## src/rtl/branch_unit_pkg.sv

```systemverilog
`default_nettype none
// ============================================================================
// Module      : branch_unit_pkg
// Description : Shared definitions for the branch unit: MIPS branch opcode
//               and REGIMM rt encodings, the 2-bit BHT counter type with its
//               reset value, and the saturating counter update helper.
// Revision    : 1.0 - initial release
// ============================================================================
package branch_unit_pkg;

    // Primary opcodes of the conditional branches
    localparam logic [5:0] OP_REGIMM = 6'b000001;
    localparam logic [5:0] OP_BEQ    = 6'b000100;
    localparam logic [5:0] OP_BNE    = 6'b000101;
    localparam logic [5:0] OP_BLEZ   = 6'b000110;
    localparam logic [5:0] OP_BGTZ   = 6'b000111;

    // REGIMM sub-operations selected by the rt field
    localparam logic [4:0] RT_BLTZ   = 5'b00000;
    localparam logic [4:0] RT_BGEZ   = 5'b00001;
    localparam logic [4:0] RT_BLTZAL = 5'b10000;
    localparam logic [4:0] RT_BGEZAL = 5'b10001;

    // 2-bit saturating counter; bit 1 is the predicted direction
    typedef logic [1:0] cnt_t;
    localparam cnt_t CNT_WNT = 2'b01;

    // Move the counter one step towards the resolved direction, saturating
    // at both ends.
    function automatic cnt_t cnt_next(input cnt_t cur, input logic taken);
        cnt_t nxt;
        nxt = cur;
        if (taken) begin
            if (cur != 2'b11) nxt = cur + 2'b01;
        end else begin
            if (cur != 2'b00) nxt = cur - 2'b01;
        end
        return nxt;
    endfunction

endpackage : branch_unit_pkg
`default_nettype wire

```

## src/rtl/branch_bht.sv

```systemverilog
`default_nettype none
// ============================================================================
// Module      : branch_bht
// Description : Branch history table of DEPTH 2-bit saturating counters.
//               One combinational read port (prediction) and one write port
//               (resolved outcome). A read of the entry being written in the
//               same cycle returns the value before the update.
// Ports       : clk, rst        - clock, asynchronous active-high reset
//               rd_idx_i        - prediction lookup index
//               rd_taken_o      - MSB of the addressed counter
//               wr_en_i         - apply an update this edge
//               wr_idx_i        - index of the counter to update
//               wr_taken_i      - resolved direction (inc when 1, dec when 0)
// Revision    : 1.0 - initial release
// ============================================================================
module branch_bht
    import branch_unit_pkg::*;
#(
    parameter int DEPTH = 64,
    parameter int IDX_W = $clog2(DEPTH)
) (
    input  logic             clk,
    input  logic             rst,
    input  logic [IDX_W-1:0] rd_idx_i,
    output logic             rd_taken_o,
    input  logic             wr_en_i,
    input  logic [IDX_W-1:0] wr_idx_i,
    input  logic             wr_taken_i
);

    // All counters flattened so the read port is a single variable index
    logic [2*DEPTH-1:0] cnt_flat;

    generate
        for (genvar gi = 0; gi < DEPTH; gi++) begin : g_entry
            cnt_t cnt_q;
            cnt_t cnt_d;

            always_comb begin
                cnt_d = cnt_q;
                if (wr_en_i && (wr_idx_i == IDX_W'(gi))) begin
                    cnt_d = cnt_next(cnt_q, wr_taken_i);
                end
            end

            always_ff @(posedge clk or posedge rst) begin
                if (rst) begin
                    cnt_q <= CNT_WNT;
                end else begin
                    cnt_q <= cnt_d;
                end
            end

            assign cnt_flat[2*gi +: 2] = cnt_q;
        end
    endgenerate

    // Bit 1 of entry n sits at position 2n+1
    assign rd_taken_o = cnt_flat[{rd_idx_i, 1'b1}];

endmodule : branch_bht
`default_nettype wire

```

## src/rtl/branch_unit.sv

```systemverilog
`default_nettype none
// ============================================================================
// Module      : branch_unit
// Description : ID-stage branch resolution for MIPS conditional branches.
//               Decodes BEQ/BNE/BLEZ/BGTZ and the REGIMM BLTZ/BGEZ/BLTZAL/
//               BGEZAL forms, computes target and link addresses, registers
//               the outcome into the EX boundary and flags mispredictions.
//               Owns the BHT that IF reads for its prediction.
//               Optional feature macro: BRANCH_STATS_EN (resolved-branch and
//               mispredict counters; tied to 0 when undefined).
// Parameters  : DATA_W    - operand width
//               PC_W      - program counter width (at least 19)
//               BHT_DEPTH - BHT entries, power of two, at least 2
// Ports       : clk, rst          - clock, asynchronous active-high reset
//               stall_i, flush_i  - hazard unit hold / kill-ID controls
//               if_pc_i           - fetch PC, pred_taken_o its prediction
//               id_*              - ID instruction fields and operands
//               ex_*              - registered branch outcome
//               mispredict_o, redirect_pc_o - recovery request
//               branch_cnt_o, mispred_cnt_o - statistics counters
// Revision    : 1.0 - initial release
// ============================================================================
module branch_unit
    import branch_unit_pkg::*;
#(
    parameter int DATA_W    = 32,
    parameter int PC_W      = 32,
    parameter int BHT_DEPTH = 64
) (
    input  logic              clk,
    input  logic              rst,
    input  logic              stall_i,
    input  logic              flush_i,
    input  logic [PC_W-1:0]   if_pc_i,
    output logic              pred_taken_o,
    input  logic              id_valid_i,
    input  logic [PC_W-1:0]   id_pc_i,
    input  logic [5:0]        id_op_i,
    input  logic [4:0]        id_rt_i,
    input  logic [15:0]       id_imm_i,
    input  logic [DATA_W-1:0] id_a_i,
    input  logic [DATA_W-1:0] id_b_i,
    input  logic              id_pred_i,
    output logic              ex_valid_o,
    output logic              ex_taken_o,
    output logic              ex_link_o,
    output logic [PC_W-1:0]   ex_link_addr_o,
    output logic              mispredict_o,
    output logic [PC_W-1:0]   redirect_pc_o,
    output logic [31:0]       branch_cnt_o,
    output logic [31:0]       mispred_cnt_o
);

    localparam int IDX_W = $clog2(BHT_DEPTH);

    // ------------------------------------------------------------------
    // Decode and compare
    // ------------------------------------------------------------------
    logic w_is_branch;
    logic w_taken;
    logic w_link;
    logic w_a_neg;
    logic w_a_zero;

    // Sign tests look only at the MSB of rs; no unsigned compare is used.
    assign w_a_neg  = id_a_i[DATA_W-1];
    assign w_a_zero = (id_a_i == '0);

    always_comb begin
        w_is_branch = 1'b0;
        w_taken     = 1'b0;
        w_link      = 1'b0;
        case (id_op_i)
            OP_BEQ: begin
                w_is_branch = 1'b1;
                w_taken     = (id_a_i == id_b_i);
            end
            OP_BNE: begin
                w_is_branch = 1'b1;
                w_taken     = (id_a_i != id_b_i);
            end
            OP_BLEZ: begin
                w_is_branch = 1'b1;
                w_taken     = w_a_neg | w_a_zero;
            end
            OP_BGTZ: begin
                w_is_branch = 1'b1;
                w_taken     = ~w_a_neg & ~w_a_zero;
            end
            OP_REGIMM: begin
                case (id_rt_i)
                    RT_BLTZ: begin
                        w_is_branch = 1'b1;
                        w_taken     = w_a_neg;
                    end
                    RT_BGEZ: begin
                        w_is_branch = 1'b1;
                        w_taken     = ~w_a_neg;
                    end
                    RT_BLTZAL: begin
                        w_is_branch = 1'b1;
                        w_taken     = w_a_neg;
                        w_link      = 1'b1;
                    end
                    RT_BGEZAL: begin
                        w_is_branch = 1'b1;
                        w_taken     = ~w_a_neg;
                        w_link      = 1'b1;
                    end
                    default: ;
                endcase
            end
            default: ;
        endcase
    end

    // ------------------------------------------------------------------
    // Address arithmetic (wraps modulo 2^PC_W)
    // ------------------------------------------------------------------
    logic [PC_W-1:0] w_offset;
    logic [PC_W-1:0] w_target;
    logic [PC_W-1:0] w_link_addr;

    assign w_offset    = {{(PC_W-18){id_imm_i[15]}}, id_imm_i, 2'b00};
    assign w_target    = id_pc_i + PC_W'(4) + w_offset;
    assign w_link_addr = id_pc_i + PC_W'(8);

    // ------------------------------------------------------------------
    // EX boundary registers
    // ------------------------------------------------------------------
    logic             ex_valid_q,     ex_valid_d;
    logic             ex_taken_q,     ex_taken_d;
    logic             ex_link_q,      ex_link_d;
    logic             ex_pred_q,      ex_pred_d;
    logic [PC_W-1:0]  ex_target_q,    ex_target_d;
    logic [PC_W-1:0]  ex_link_addr_q, ex_link_addr_d;
    logic [IDX_W-1:0] ex_idx_q,       ex_idx_d;

    always_comb begin
        ex_valid_d     = ex_valid_q;
        ex_taken_d     = ex_taken_q;
        ex_link_d      = ex_link_q;
        ex_pred_d      = ex_pred_q;
        ex_target_d    = ex_target_q;
        ex_link_addr_d = ex_link_addr_q;
        ex_idx_d       = ex_idx_q;
        if (!stall_i) begin
            ex_valid_d     = id_valid_i & w_is_branch;
            ex_taken_d     = w_taken;
            ex_link_d      = w_link;
            ex_pred_d      = id_pred_i;
            ex_target_d    = w_target;
            ex_link_addr_d = w_link_addr;
            ex_idx_d       = id_pc_i[IDX_W+1:2];
        end
        // Flush overrides stall: a held branch is dropped as well, which
        // also means it never reaches the BHT.
        if (flush_i) begin
            ex_valid_d = 1'b0;
        end
    end

    always_ff @(posedge clk or posedge rst) begin
        if (rst) begin
            ex_valid_q     <= 1'b0;
            ex_taken_q     <= 1'b0;
            ex_link_q      <= 1'b0;
            ex_pred_q      <= 1'b0;
            ex_target_q    <= '0;
            ex_link_addr_q <= '0;
            ex_idx_q       <= '0;
        end else begin
            ex_valid_q     <= ex_valid_d;
            ex_taken_q     <= ex_taken_d;
            ex_link_q      <= ex_link_d;
            ex_pred_q      <= ex_pred_d;
            ex_target_q    <= ex_target_d;
            ex_link_addr_q <= ex_link_addr_d;
            ex_idx_q       <= ex_idx_d;
        end
    end

    assign ex_valid_o     = ex_valid_q;
    assign ex_taken_o     = ex_taken_q;
    assign ex_link_o      = ex_link_q;
    assign ex_link_addr_o = ex_link_addr_q;
    assign mispredict_o   = ex_valid_q & (ex_taken_q ^ ex_pred_q);
    assign redirect_pc_o  = !ex_valid_q ? '0 :
                            (ex_taken_q ? ex_target_q : ex_link_addr_q);

    // ------------------------------------------------------------------
    // BHT: updated once per resolved branch, on the edge it leaves EX
    // ------------------------------------------------------------------
    logic w_bht_we;
    assign w_bht_we = ex_valid_q & ~stall_i;

    branch_bht #(
        .DEPTH (BHT_DEPTH),
        .IDX_W (IDX_W)
    ) u_bht (
        .clk        (clk),
        .rst        (rst),
        .rd_idx_i   (if_pc_i[IDX_W+1:2]),
        .rd_taken_o (pred_taken_o),
        .wr_en_i    (w_bht_we),
        .wr_idx_i   (ex_idx_q),
        .wr_taken_i (ex_taken_q)
    );

    // Fetch PC bits outside the BHT index do not take part in prediction
    logic w_unused_if_pc;
    assign w_unused_if_pc = ^{if_pc_i[PC_W-1:IDX_W+2], if_pc_i[1:0]};

    // ------------------------------------------------------------------
    // Optional statistics
    // ------------------------------------------------------------------
`ifdef BRANCH_STATS_EN
    logic [31:0] branch_cnt_q,  branch_cnt_d;
    logic [31:0] mispred_cnt_q, mispred_cnt_d;

    always_comb begin
        branch_cnt_d  = branch_cnt_q;
        mispred_cnt_d = mispred_cnt_q;
        if (w_bht_we) begin
            branch_cnt_d = branch_cnt_q + 32'd1;
            if (mispredict_o) begin
                mispred_cnt_d = mispred_cnt_q + 32'd1;
            end
        end
    end

    always_ff @(posedge clk or posedge rst) begin
        if (rst) begin
            branch_cnt_q  <= '0;
            mispred_cnt_q <= '0;
        end else begin
            branch_cnt_q  <= branch_cnt_d;
            mispred_cnt_q <= mispred_cnt_d;
        end
    end

    assign branch_cnt_o  = branch_cnt_q;
    assign mispred_cnt_o = mispred_cnt_q;
`else
    assign branch_cnt_o  = 32'd0;
    assign mispred_cnt_o = 32'd0;
`endif

endmodule : branch_unit
`default_nettype wire

```

## config.mk

```make
export PLATFORM = sky130hd
export DESIGN_NAME = branch_unit
export DESIGN_NICKNAME = d
export VERILOG_FILES = /design/src/rtl/branch_unit_pkg.sv /design/src/rtl/branch_bht.sv /design/src/rtl/branch_unit.sv
export SDC_FILE = /design/constraint.sdc
export NUM_CORES = 1
export LEC_CHECK = 0
export ABC_AREA = 1
export BUFFER_PORTS_ARGS = -buffer_cell sky130_fd_sc_hd__buf_4
export CAP_MARGIN = 20
export CORE_MARGIN = 10
export CORE_UTILIZATION = 50
export CTS_BUF_LIST = sky130_fd_sc_hd__clkbuf_2 sky130_fd_sc_hd__clkbuf_4 sky130_fd_sc_hd__clkbuf_8
export DETAILED_ROUTE_END_ITERATION = 6
export PLACE_DENSITY_LB_ADDON = 0.12
export SYNTH_ARGS = -nofsm -noshare
export SYNTH_HDL_FRONTEND = slang
export SYNTH_SLANG_ARGS = --single-unit
```

## constraint.sdc

```tcl
create_clock -name clk -period 7.04 [get_ports clk]
set_clock_uncertainty 0.2 [all_clocks]
set_input_delay 1.408 -clock clk [delete_from_list [all_inputs] [get_ports clk]]
set_output_delay 1.408 -clock clk [all_outputs]
set_load 0.01 [all_outputs]
```

== After elaboration in Yosys (flattened, before gate mapping) ==
Cells that the tools add are included.

* Flip-flop bits (word level): 202
* Input port bits: 161
* Logic and storage cells: 882

* Eq/ne operators: 202
* Bitwise gates (word level): 9
* Reductions and logical operators: 264
* Magnitude comparators: 1
* Add/sub/neg operators: 131
* Mux-type cells: 204

{| class="wikitable"
|+ Operators by type and width
! cell !! count
|-
| $mux 2 || 192
|-
| $reduce_bool 2->1 || 128
|-
| $eq 6x6->1 const B || 32
|-
| $reduce_and 3->1 || 64
|-
| $ne 2x1->1 const B || 65
|-
| $add 2x1->2 const B || 64
|-
| $ne 2x2->1 const B || 64
|-
| $sub 2x1->2 const B || 64
|-
| $eq 6x5->1 const B || 16
|-
| $logic_and 1x1->1 || 64
|-
| $mux 32 || 2
|-
| $eq 6x3->1 const B || 8
|-
| $eq 6x4->1 const B || 8
|-
| $add 32x3->32 const B || 1
|-
| $add 32x32->32 || 1
|-
| $add 32x4->32 const B || 1
|-
| $eq 32x32->1 || 1
|-
| $logic_not 32->1 || 1
|-
| $ne 32x32->1 || 1
|-
| $eq 6x1->1 const B || 2
|-
| $eq 6x2->1 const B || 2
|-
| $eq 5x5->1 const B || 2
|-
| $lt 7x8->1 const B || 1
|-
| $reduce_or 4->1 || 2
|-
| 12 further kinds || 25
|}

== Longest topological paths before layout ==
* Word-level depth: 7
* Gate-level depth with buffers: 16
* Gate-level depth less buffers: 16

== By module ==
A second synthesis with hierarchy kept.

* Cells, all modules: 2078
* Area, all modules: 14450.1 sq um

{| class="wikitable"
|+ Modules (own cells, without submodules)
! module !! instances !! seq. area each (sq um) !! area an instance (sq um) !! cells each
|-
| branch_unit || 1 || 1776.7 || 7273.2 || 1121
|-
| branch_bht || 1 || 3283.1 || 7176.9 || 957
|}

== Worst setup path after synthesis ==
No wires, ideal clock.

* Path type: input to output
* From: input port if_pc_i[2]
* To: output port pred_taken_o
* Data required time: 5.432 ns
* Path buffers: 2
* Arrival time: 2.524 ns
* Stages on the path: 11
* Setup slack: 2.908 ns
* Cell sequence: buf_2 > clkinv_1 > clkbuf_1 > nor2_1 > o22ai_1 > nand2_1 > nand2_1 > nand2_1 > nand3_1 > nand3_1 > nand2_1

* Longest elaborated chain between the ends: 2

{| class="wikitable"
|+ Ends and longest elaborated chain
! element !! RTL line !! text
|-
| start: declaration || branch_unit.sv:34 || <nowiki>input logic [PC_W-1:0] if_pc_i,</nowiki>
|-
| $bmux 1 s6 || branch_bht.sv:59 || <nowiki>assign rd_taken_o = cnt_flat[{rd_idx_i, 1'b1}];</nowiki>
|-
| $mux 1 (not written as such) || branch_bht.sv:59 ||
|-
| end: declaration || branch_unit.sv:35 || <nowiki>output logic pred_taken_o,</nowiki>
|}

Every way passes these cells. The select of a mux whose other input is x is not followed.

== Worst setup path in the final report ==
Same ends and word-level chain as after synthesis.

==> results.cfg <==
[pwr]
ir_drop_v = 0.000136
share_comb_of_total_power_pct = 23.2
report.power.total_uw = 2650
cellInternalPower_uw = 1740
static-leakage-power_uw = 0.00764
total_switching_power_uw = 915
power_per_cell_area_nw_per_um2 = 167
clock_power_share_pct = 28.2
power.switching_fraction_pct = 34.5
power.sequential.fraction_pct = 48.6

[critical_path]
type_of_element_launching_the_critical_path = primary input
critPathKind = in2out
setup.worst_path.end_class = output port
cp.required_ns = 5.43
cp.arrival_ns = 3.39
critical_path.max_fanout = 37

[logic_synthesis]
synth_edf_count = 0
syn-mean-instance-area_um2 = 6.88
synth_warnings = 0
largest_area_contributor_in_the_synthesized_netlist = sky130_fd_sc_hd__dfrtp_1
seq_area_frac_synth_pct = 36.2
synth.top_cell.area_share_pct = 24.2
ys_top_cells_by_area = sky130_fd_sc_hd__dfrtp_1 24%, sky130_fd_sc_hd__nand2_1 14%, sky130_fd_sc_hd__dfstp_2 12%
netlist_area_um2 = 14000
synthFlopType = sky130_fd_sc_hd__dfrtp_1
synth_cell_type_count = 42
asr_flop_ratio_synth_pct = 100
syn-instance-count = 2033
post_synthesis_sequential_element_count = 199

[grt]
grt-ovfl-total = 0
track_usage_pct = 23.3
antenna_found_initial = 0
first_global_vias = 13338
grt_pass1_wl_mm = 67.6
grt_start_max_net_pins = 99

[floorplanning]
die-width_um = 187
boundaryPins = 294
floorplan.initialDensity_pct = 50.4
core_area_um2 = 27700
die_footprint_um2 = 35000
die_y_um = 187
fp-row-count = 61

[place]
place_worst_setup_slack_ns = 2.08
post-dp-hpwl_mm = 31.6
place_congestion = 0.939
count_of_input_and_output_buffers = 203

[min_path]
hold_class = reg2reg

[timing]
relSlewSlack_pct = 40.8
finalHoldViolations = 0
min_period_over_period_pct = 71.0
setup_viol = 0
setup_slack_ns = 2.04
rsz0062_at_grt = no
clock.fmax_mhz = 200
final-max-slew-violation-count = 0
finalWorstPathRequiredPeriod_ns = 5.00
final.hold.worst_slack_ns = 0.269
worst_slew_pin_slew_ns = 0.887
setup-tns-final_ns = 0

[drt]
drc = 0
ant_nets = 0
routed_wirelength_mm = 42.0
wire_per_inst_um = 16.2
number_of_search_and_repair_iterations_in_the_first_detailed_routing_pass = 6
vias_post_dr = 13742
detail_route.vias_per_cell = 5.31
drc_violation_total_after_the_first_tritonroute_iteration = 1230

[cts]
post_cts_resized = 0
tritoncts_buffer_count = 17
clock_sinks = 199
holdBufCountCts = 0
clock_tree_from_tritoncts = done
count_of_buffers_added_by_post_cts_timing_repair_for_setup = 0
cts.clk_slew.worst_paths_ns = 0.11
clock_tree.buffer_depth = 2
clk-insertion-delay-late_ns = 0.50
clk_root_buffer_cell = sky130_fd_sc_hd__clkbuf_8
htree_num_levels = 4

[cells_and_area]
drive_gt1_share_pct = 15.8
antenna_cells_inserted = 0
area_growth_syn_to_layout_pct = 14.0
final_common_cell = sky130_fd_sc_hd__nand2_1
nFillCells = 2652
mostFrequentLayoutCells = 519 x sky130_fd_sc_hd__nand2_1, 290 x sky130_fd_sc_hd__o21ai_0, 223 x sky130_fd_sc_hd__nor2_1
nets = 2419

[job]
max_cap_viol_count = 0

[outcome]
outcome = finished clean
-- registers in the layout, indices dropped and copies added, names as in the netlist --
register and flops:
u_bht.g_entry.cnt_q 128, ex_target_q 32, ex_link_addr_o 30, ex_idx_q 5, ex_link_o 1, ex_pred_q 1, ex_taken_o 1, ex_valid_o 1
-- synthesized netlist by cell type, types with 2 or more instances --
master and instances:
sky130_fd_sc_hd__nor2_2 22, sky130_fd_sc_hd__nor4_1 3, sky130_fd_sc_hd__o21a_1 2, sky130_fd_sc_hd__o211ai_1 4, sky130_fd_sc_hd__clkbuf_1 48, sky130_fd_sc_hd__clkinv_1 2
sky130_fd_sc_hd__inv_1 206, sky130_fd_sc_hd__buf_4 68, sky130_fd_sc_hd__a21o_1 2, sky130_fd_sc_hd__nor3_4 4, sky130_fd_sc_hd__nor3_1 16, sky130_fd_sc_hd__dfrtp_1 135
sky130_fd_sc_hd__o21ai_1 48, sky130_fd_sc_hd__a21oi_1 118, sky130_fd_sc_hd__maj3_1 3, sky130_fd_sc_hd__o22ai_1 19, sky130_fd_sc_hd__buf_2 5, sky130_fd_sc_hd__xnor2_1 28
sky130_fd_sc_hd__ha_1 58, sky130_fd_sc_hd__buf_1 6, sky130_fd_sc_hd__o31ai_1 7, sky130_fd_sc_hd__nand4_1 12, sky130_fd_sc_hd__a211oi_1 2, sky130_fd_sc_hd__dfstp_2 64
sky130_fd_sc_hd__nand3_1 74, sky130_fd_sc_hd__xor2_1 13, sky130_fd_sc_hd__nor2_1 223, sky130_fd_sc_hd__nand2_1 519, sky130_fd_sc_hd__inv_2 7, sky130_fd_sc_hd__or2_2 4
sky130_fd_sc_hd__a22oi_1 4, sky130_fd_sc_hd__nand3b_1 4, sky130_fd_sc_hd__o21bai_1 5, sky130_fd_sc_hd__o21ai_0 290
-- layout make-up --
cell class | count | area (um^2) | share of cell area [%]
Sequential cell | 199 | 5060 | 31.8
Tap cell | 378 | 473 | 2.97
Timing Repair Buffer | 211 | 1580 | 9.94
Multi-Input combinational cell | 1554 | 7600 | 47.7
Inverter | 216 | 822 | 5.16
Clock inverter | 13 | 138 | 0.864
Clock buffer | 19 | 249 | 1.56
-- power groups by stage --
| stage | sequential, uW | clock [uW] | combinational (uW) |
|---|---|---|---|
| after global routing | 1300 | 813 | 696 |
| final | 1290 | 748 | 617 |
| after floorplan | 1300 | 0 | 410 |
| after CTS | 1290 | 766 | 616 |
| after global placement | 1300 | 0 | 602 |
| after detailed placement | 1310 | 0 | 613 |
-- logic make-up (layout without fill, tap and decap cells) --
kind of cell               Yosys count  after routing  synth area share, %
AOI/OAI and AO/OA                  502            502                 18.6
xor gates and xnor gates            41             41                 2.57
adders and majority gates           62             62                 5.55
buffers and inverters              343            459                 11.1
DFF                                199            199                 36.2
muxes                                1              1               0.0716
other                                1             64               0.0268
and+or+nand+nor                    884            884                 25.8
-- layer usage --
metal	vias to the layer above	global-route usage, %	wire, um
li1	6824	-	-
met3	66	3.73	1950
met2	352	40.3	20900
met4	0	6.73	958
met5	-	0	0
met1	6500	29.4	18200
-- worst max-delay path: stages --
cell	delay (ns)
sky130_fd_sc_hd__buf_4	0.30
sky130_fd_sc_hd__clkinv_1	0.61
sky130_fd_sc_hd__o21ai_0	0.40
sky130_fd_sc_hd__o22ai_1	0.11
sky130_fd_sc_hd__nand2_1	0.07
sky130_fd_sc_hd__nand2_1	0.06
sky130_fd_sc_hd__nand2_1	0.06
sky130_fd_sc_hd__nand3_1	0.07
sky130_fd_sc_hd__nand3b_1	0.08
sky130_fd_sc_hd__nand2_1	0.06
sky130_fd_sc_hd__buf_4	0.14
-- final timing paths --
kind | startpoint | endpoint | slack, ns | cells after the start
max | if_pc_i[2] | pred_taken_o | 2.04 | 11
min | u_bht.g_entry[23].cnt_q[0]$_DFFE_PP1P_ | u_bht.g_entry[23].cnt_q[0]$_DFFE_PP1P_ | 0.27 | 2
max reg2reg | ex_taken_o$_DFFE_PP0N_ | u_bht.g_entry[39].cnt_q[0]$_DFFE_PP1P_ | 4.49 | 3
min reg2reg | u_bht.g_entry[23].cnt_q[0]$_DFFE_PP1P_ | u_bht.g_entry[23].cnt_q[0]$_DFFE_PP1P_ | 0.27 | 2
max in group asynchronous | rst | u_bht.g_entry[7].cnt_q[1]$_DFFE_PP0P_ | 4.64 | 3
min in group asynchronous | rst | ex_idx_q[3]$_DFFE_PP0N_ | 0.78 | 2
-- per-stage QoR --
stage,instances,utilization (%),instance area (um^2)
final,2590,57.5,15900
after floorplan,2096,-,14200
after CTS,2590,57.5,15900
after global placement,2558,56.1,15500
after detailed placement,2558,56.1,15500
after global routing,2590,57.5,15900
No activity file was read; power rests on OpenSTA's default activity.
